**config.mk**
```make
export PLATFORM = sky130hd
export DESIGN_NAME = data_split2
export DESIGN_NICKNAME = d
export VERILOG_FILES = /design/src/rtl/split_pkg.sv /design/src/rtl/split_fifo.sv /design/src/rtl/data_split2.sv
export SDC_FILE = /design/constraint.sdc
export NUM_CORES = 1
export LEC_CHECK = 0
export BUFFER_PORTS_ARGS = -buffer_cell sky130_fd_sc_hd__buf_2
export CAP_MARGIN = 20
export CORE_MARGIN = 8
export CORE_UTILIZATION = 45
export DETAILED_ROUTE_END_ITERATION = 12
export PLACE_DENSITY = 0.7
export RECOVER_POWER = 25
export SKIP_LAST_GASP = 1
export SLEW_MARGIN = 20
export SYNTH_ARGS = -nofsm -noshare
export SYNTH_HDL_FRONTEND = slang
export SYNTH_SLANG_ARGS = --single-unit
export TNS_END_PERCENT = 50
```
**constraint.sdc**
```tcl
create_clock -name clk -period 1.7 [get_ports clk]
set_clock_uncertainty 0.1 [all_clocks]
set_input_delay 0 -clock clk [delete_from_list [all_inputs] [get_ports clk]]
set_output_delay 0 -clock clk [all_outputs]
set_load 0.05 [all_outputs]
```
**src/rtl/split_pkg.sv**
```systemverilog
// Shared types and constants for the data_split2 stream splitter and its lane FIFO.
package split_pkg;

    localparam int DEFAULT_WIDTH = 2;
    localparam int DEFAULT_DEPTH = 2;

    typedef enum logic {
        LANE1 = 1'b0,
        LANE2 = 1'b1
    } lane_e;

    // Occupancy must reach DEPTH itself, hence one bit more than the pointer.
    function automatic int count_width(input int depth);
        return $clog2(depth) + 1;
    endfunction

    localparam int DEFAULT_COUNT_W = count_width(DEFAULT_DEPTH);

endpackage

```
**src/rtl/split_fifo.sv**
```systemverilog
// Single-clock lane FIFO for data_split2: push/pop/full/count, head word shown
// directly from storage and forced to zero while empty.
module split_fifo
    import split_pkg::*;
#(
    parameter  int WIDTH = DEFAULT_WIDTH,
    parameter  int DEPTH = DEFAULT_DEPTH,
    localparam int CW    = count_width(DEPTH),
    localparam int PW    = $clog2(DEPTH)
) (
    input  logic             clk,
    input  logic             rst,
    input  logic             push,
    input  logic             pop,
    input  logic [WIDTH-1:0] din,
    output logic [WIDTH-1:0] dout,
    output logic             full,
    output logic [CW-1:0]    count
);

    logic [WIDTH-1:0] mem [DEPTH];
    logic [PW-1:0]    wr_ptr;
    logic [PW-1:0]    rd_ptr;
    logic             empty;
    logic             do_push;
    logic             do_pop;

    assign empty   = (count == '0);
    assign full    = (count == CW'(DEPTH));
    assign do_push = push && !full;
    assign do_pop  = pop && !empty;
    assign dout    = empty ? '0 : mem[rd_ptr];

    // Pointers wrap naturally because DEPTH is a power of two.
    always_ff @(posedge clk) begin
        if (rst) begin
            wr_ptr <= '0;
            rd_ptr <= '0;
            count  <= '0;
        end else begin
            if (do_push) wr_ptr <= wr_ptr + PW'(1);
            if (do_pop)  rd_ptr <= rd_ptr + PW'(1);
            case ({do_push, do_pop})
                2'b10:   count <= count + CW'(1);
                2'b01:   count <= count - CW'(1);
                default: count <= count;
            endcase
        end
    end

    // NOTE: storage is deliberately not reset; count alone decides which entries are live.
    always_ff @(posedge clk) begin
        if (do_push) mem[wr_ptr] <= din;
    end

endmodule

```
**src/rtl/data_split2.sv**
```systemverilog
// Registered 1-to-2 stream splitter with an independent FIFO per output lane.
// Define SPLIT_ROUNDROBIN_EN to ignore sel and alternate lanes 1,2,1,2 on accepted words.
module data_split2
    import split_pkg::*;
#(
    parameter int WIDTH = DEFAULT_WIDTH,
    parameter int DEPTH = DEFAULT_DEPTH
) (
    input  logic             clk,
    input  logic             rst,
    input  logic [WIDTH-1:0] dataIn,
    input  logic             inValid,
    input  logic             sel,
    output logic             inReady,
    output logic [WIDTH-1:0] dataOut1,
    output logic             out1Valid,
    input  logic             out1Ready,
    output logic [WIDTH-1:0] dataOut2,
    output logic             out2Valid,
    input  logic             out2Ready
);

    localparam int CW = count_width(DEPTH);

    lane_e         lane;
    logic          accept;
    logic          push1, push2;
    logic          pop1, pop2;
    logic          full1, full2;
    logic [CW-1:0] count1, count2;

`ifdef SPLIT_ROUNDROBIN_EN
    lane_e toggle;

    // Advances only on an accepted word, so a stall keeps the same destination.
    always_ff @(posedge clk) begin
        if (rst)         toggle <= LANE1;
        else if (accept) toggle <= (toggle == LANE1) ? LANE2 : LANE1;
    end

    assign lane = toggle;
`else
    assign lane = lane_e'(sel);
`endif

    // A full lane refuses input even when it pops this same cycle.
    assign inReady   = !rst && !((lane == LANE1) ? full1 : full2);
    assign accept    = inValid && inReady;
    assign push1     = accept && (lane == LANE1);
    assign push2     = accept && (lane == LANE2);

    assign out1Valid = (count1 != '0);
    assign out2Valid = (count2 != '0);
    assign pop1      = out1Valid && out1Ready;
    assign pop2      = out2Valid && out2Ready;

    split_fifo #(.WIDTH(WIDTH), .DEPTH(DEPTH)) u_lane1 (
        .clk   (clk),
        .rst   (rst),
        .push  (push1),
        .pop   (pop1),
        .din   (dataIn),
        .dout  (dataOut1),
        .full  (full1),
        .count (count1)
    );

    split_fifo #(.WIDTH(WIDTH), .DEPTH(DEPTH)) u_lane2 (
        .clk   (clk),
        .rst   (rst),
        .push  (push2),
        .pop   (pop2),
        .din   (dataIn),
        .dout  (dataOut2),
        .full  (full2),
        .count (count2)
    );

endmodule

```
==> Word level (Yosys, flattened, before mapping) <==
Memory sizes are Yosys's and may differ from the RTL's. A register that Yosys moved wholly into a read port is not among the register bits.
Cells that the tools add are included.
{ "op_classes": {"order_cmp": 0, "multipliers": 0, "eq_ne": 6, "mux": 13, "n_reduce_logical": 22, "n_bitwise": 1, "n_div": 0, "shift": 0, "add_sub_neg": 8} }
{ "op_table": {"columns": ["cell", "n"], "rows": [
  ["$logic_and 1x1->1", 10],
  ["$mux 1", 9],
  ["$eq 2x2->1 const B", 4],
  ["$pmux 2 s2", 2],
  ["$reduce_bool 2->1", 4],
  ["$logic_not 1->1", 6],
  ["$add 1x1->1 const B", 4],
  ["$add 2x1->2 const B", 2],
  ["$eq 2x1->1 const B", 2],
  ["$logic_not 2->1", 2],
  ["$mux 2", 2],
  ["$sub 2x1->2 const B", 2],
  ["$not 1->1", 1]
]} }
{ "totals": {"n_memories": 2, "output_inout_bits": 7, "mem_bits_ro": 0, "latchBits": 0, "ram_bits": 8, "ff_bits": 8, "inputBits": 8} }
{ "memory_table": {"columns": ["memory", "depth", "word_bits", "read_ports", "rd_ports_with_merged_regs", "wr", "line_no", "text"], "rows": [
  ["u_lane1.mem", 2, 2, 1, 1, 1, "split_fifo.sv:21", "logic [WIDTH-1:0] mem [DEPTH];"],
  ["u_lane2.mem", 2, 2, 1, 1, 1, "split_fifo.sv:21", null]
]} }

==> Depth between registers and ports, before layout <==
{ "depth": {"ltp_word": 9, "ltp_mapped": 6} }

==> Cells and area by module <==
A second synthesis with hierarchy kept.
{ "unflattened": {"hier_cells": 79, "area_unflattened_um2": 820.8} }
{ "modules_own_cells": {"columns": ["module", "area_per_inst_um2", "n_inst", "seq_area_each_um2", "cells_each"], "rows": [
  ["split_fifo", 372.9, 2, 220.2, 35],
  ["data_split2", 75.1, 1, 0.0, 9]
]} }

==> Least setup slack after synthesis <==
No wires, ideal clock.
{ "synth_timing": {"path_kind": "register to register", "start": "register u_lane2.count[0]", "end": "register u_lane2.count[1]", "period_less_slack_ps": 1625, "path_buffers": 0, "arrival_ps": 1454, "slack_ps": 75, "stages_incl_launch_ff": 6, "cell_sequence": "dfxtp_1 -> nand2b_1 -> nand3_1 -> ha_1 -> or3_1 -> a21oi_1"} }
{ "synth_between": {"elab_chain_cells": 9} }
{ "synth_lines": {"columns": ["item", "line_no", "text"], "rows": [
  ["from (decl)", "split_fifo.sv:18", "output logic [CW-1:0] count"],
  ["from (signal assigned)", "split_fifo.sv:44", "2'b10: count <= count + CW'(1);"],
  ["from (signal assigned)", "split_fifo.sv:45", "2'b01: count <= count - CW'(1);"],
  ["from (signal assigned)", "split_fifo.sv:46", "default: count <= count;"],
  ["$eq 2x2->1", "split_fifo.sv:29", "assign full = (count == CW'(DEPTH));"],
  ["$mux 1", "data_split2.sv:47", "assign inReady = !rst && !((lane == LANE1) ? full1 : full2);"],
  ["$logic_not 1->1", "data_split2.sv:47", null],
  ["$logic_and 1x1->1", "data_split2.sv:47", null],
  ["$logic_and 1x1->1", "data_split2.sv:48", "assign accept = inValid && inReady;"],
  ["$logic_and 1x1->1", "data_split2.sv:50", "assign push2 = accept && (lane == LANE2);"],
  ["$logic_and 1x1->1", "split_fifo.sv:30", "assign do_push = push && !full;"],
  ["$eq 2x1->1 / $eq 2x2->1 (equally long branches)", "split_fifo.sv:43", "case ({do_push, do_pop})"],
  ["$pmux 2 s2 / $reduce_bool 2->1 (equally long branches)", null, null]
]} }
Several ways; a longest one is shown, not always the timed one.
A chain may end at the register's enable or synchronous reset.

==> Final worst setup path <==
{ "layout_timing": {"start": "input port rst", "end": "register u_lane2.count[1]"} }
{ "layout_between": {"elab_chain_cells": 7} }
{ "layout_lines": {"columns": ["item", "line_no", "text"], "rows": [
  ["from (decl)", "data_split2.sv:10", "input logic rst,"],
  ["$logic_not 1->1", "data_split2.sv:47", null],
  ["$logic_and 1x1->1", "data_split2.sv:47", null],
  ["$logic_and 1x1->1", "data_split2.sv:48", null],
  ["$logic_and 1x1->1", "data_split2.sv:50", null],
  ["$logic_and 1x1->1", "split_fifo.sv:30", null],
  ["$eq 2x1->1 / $eq 2x2->1 (equally long branches)", "split_fifo.sv:43", null],
  ["$pmux 2 s2 / $reduce_bool 2->1 (equally long branches)", null, null]
]} }
Several ways; a longest one is shown, not always the timed one.

==> summary.txt <==
Logic synthesis
  • Synth Area in Simple Gates: 0.143
  • Top post-synthesis cells by area: edfxtp_1, dfxtp_1, nor2_1
  • Syn Nets: 84
  • Sequential cell area fraction in the yosys report: 0.578
  • Area fraction in compound gates after synthesis: 0.0854
  • #FFs+latches synth: 18
  • XOR/XNOR Fraction of Synth Area: 0.0690
  • Largest family of logic cells by synthesized area: simple AND/OR/NAND/NOR gates
  • Library cells used by synthesis: 17
  • Area share of the largest cell type after synthesis: 0.315
  • Cells after Synth: 74
  • Mux share of post-synthesis cell area: 0.0525
  • Ys Warns: 0
  • Avg Cell Area, Syn: 10.3 um^2
  • Synth Area in Adders: 0.0328
  • Mapped cell area: 762 um^2
  • Yosys top cell by area: edfxtp_1

Finish
  • Final instance area: 1010 um^2
  • Fin nets: 116
  • Ant. Diodes: 0
  • Area delta synth->final: 32.8%
  • Area of the multi-input gates: 303 um^2
  • Fillers: 140
  • Layout cells sized above 1: 0.248
  • Seq. cell area: 445 um^2

Clock tree
  • Clock slew at reported path FFs: 0.10 ns
  • Skew-Pair Late Insertion Delay: 0.29 ns
  • CTS tree: built
  • CTS buffer count: 3
  • Clock sink count: 18
  • Root Driver: clkbuf_4
  • CTS H-tree lvls: 1
  • Max Root-Sink Buffers: 2

Timing
  • Final TNS setup: 0 ns
  • Rel. slew slack: 0.771
  • F_max: 0.605 GHz
  • Worst-margin pin slew: 0.342 ns
  • RSZ-0062 raised after global routing: yes
  • Final hold vios: 0
  • Final slew viol count: 0
  • Fin crit share: 0.972
  • Endpoints failing setup: 0
  • Final Critical Period: 1.65 ns

Worst setup path
  • Worst setup path class: input pin to register
  • WP data required: 1.83 ns
  • Startpoint types: input pin
  • Flop-to-flop setup slack: 0.06 ns
  • Endpoint type of the worst setup path: register
  • WP data arrival: 1.78 ns
  • Crit Path Max Fanout: 5

Global routing
  • Initial antenna violation count: 0
  • Largest net degree at the start of global routing: 11
  • Global-route wire length before repair: 2460 um
  • Vias in the first global route: 574
  • Grt ovf: 0
  • Global Route Usage Sum: 0.0940

Routing
  • Avg Vias per Cell: 4.93
  • Post-route ant nets: 0
  • Final WL: 1420 um
  • WL/cell: 11.7 um
  • Drt pass-1 iters: 4
  • DRC Markers: 0
  • Vias: 601
  • Initial detailed-routing violation count: 9

Run status
  • Run status: finished, final reports clean

Die
  • Initial cell density of the core: 0.461
  • Core Region: 1650 um^2
  • Die Ht: 57.2 um
  • Ports: 15
  • Die Footprint: 3270 um^2
  • Die width: 57.2 um
  • Rows: 15

Pwr
  • Static leakage: 0.434 nW
  • Worst IR drop on VDD: 0.688 mV
  • Pwr per Cell Area: 1150 nW/um^2
  • Power consumption: 1.17 mW

Flow run
  • Max-Cap Viols: 0

Place
  • Gpl congestion: 0.743
  • Hpwl dp: 1030 um
  • Placed inst area: 902 um^2
  • I/O Buffers: 14

Worst hold path
  • HP Class: input pin to register
==> cell type report <==
type,count,share of cell area
Clock inverter,1,0.00371
Sequential cell,18,0.440
Tap cell,17,0.0210
Multi-Input combinational cell,48,0.299
Timing Repair Buffer,28,0.188
Inverter,7,0.0260
Clock buffer,3,0.0222
==> cells by family (layout without fill, tap and decap cells) <==
group	Yosys count	in the layout
fa+ha+maj	2	2
simple gates	25	25
xor+xnor	6	6
compound gates	11	11
mux	4	4
flops	18	18
buf+inv	8	39
==> critical path, cell delays in order <==
cell and delay, ns:
dlygate4sd3_1 0.53, buf_2 0.15, nor2b_1 0.16, nand3_1 0.14, ha_1 0.30, or3_1 0.36, a21oi_1 0.13
==> cells in the mapped netlist (all sizes together) <==
| master | n |
|---|---|
| dfxtp | 10 |
| or3 | 2 |
| nor2 | 16 |
| mux2i | 4 |
| clkbuf | 1 |
| o21ai | 6 |
| a21oi | 3 |
| inv | 7 |
| nand2 | 2 |
| nor2b | 1 |
| edfxtp | 8 |
| nand3 | 2 |
| xor2 | 4 |
| xnor2 | 2 |
| nand2b | 2 |
| a311o | 2 |
| ha | 2 |
==> power by group <==
group | switching (mW) | internal, mW | total (mW) | leakage [nW]
clock | 0.128 | 0.0853 | 0.213 | 0.0154
combinational | 0.253 | 0.156 | 0.409 | 0.263
sequential | 0.0408 | 0.502 | 0.542 | 0.156
==> final timing paths <==
| check | start | endpoint | cells past startpoint |
|---|---|---|---|
| min | out1Ready | register | 5 |
| max | rst | u_lane2.count[1]$_SDFFE_PP0P_ | 7 |
| min reg2reg | u_lane2.wr_ptr$_SDFFE_PP0P_ | u_lane2.wr_ptr$_SDFFE_PP0P_ | 1 |
| max reg2reg | u_lane1.count[0]$_SDFFE_PP0P_ | u_lane1.wr_ptr$_SDFFE_PP0P_ | 4 |
==> per-stage QoR <==
stage          hold slack (ns)  setup WS, ns  utilization  instances
2_1_floorplan         -0.00113        0.0753            -         74
3_3_place_gp             0.133        0.0827        0.546        111
3_5_place_dp             0.132        0.0691        0.546        111
4_1_cts                 0.0735        0.0237        0.605        122
5_1_grt                 0.0486       -0.0213        0.613        122
6_report                0.0322        0.0468        0.613        122
==> layer usage <==
layer / track usage / wire, um
met1: 0.109 / 677
met2: 0.136 / 606
met3: 0.0488 / 124
met4: 0.0503 / 14
met5: 0 / 0
==> cells in the final DEF, fill, tap and decap left out <==
| cell type | n |
|---|---|
| o21ai_0 | 5 |
| a311o_1 | 2 |
| or3_1 | 2 |
| xnor2_1 | 2 |
| nor2b_1 | 1 |
| inv_1 | 7 |
| nand2b_4 | 1 |
| clkinv_1 | 1 |
| dfxtp_2 | 1 |
| ha_1 | 2 |
| clkbuf_1 | 2 |
| nor2_1 | 16 |
| buf_2 | 12 |
| nand2_1 | 2 |
| xor2_1 | 4 |
| buf_4 | 7 |
| mux2i_1 | 4 |
| a21oi_1 | 3 |
| nand3_1 | 2 |
| dfxtp_4 | 1 |
| dfxtp_1 | 8 |
| edfxtp_1 | 8 |
| dlygate4sd3_1 | 7 |
| nand2b_1 | 1 |
| o21ai_2 | 1 |
| clkbuf_4 | 3 |
==> what timing repair did <==
action	CTS	global route
endpoints found under the hold margin	18	0
hold buffers	7	0
endpoints found under the setup margin	0	4
buffers inserted	0	0
gates resized for setup	0	6
Note: power is estimated with default switching activity, not from simulation.
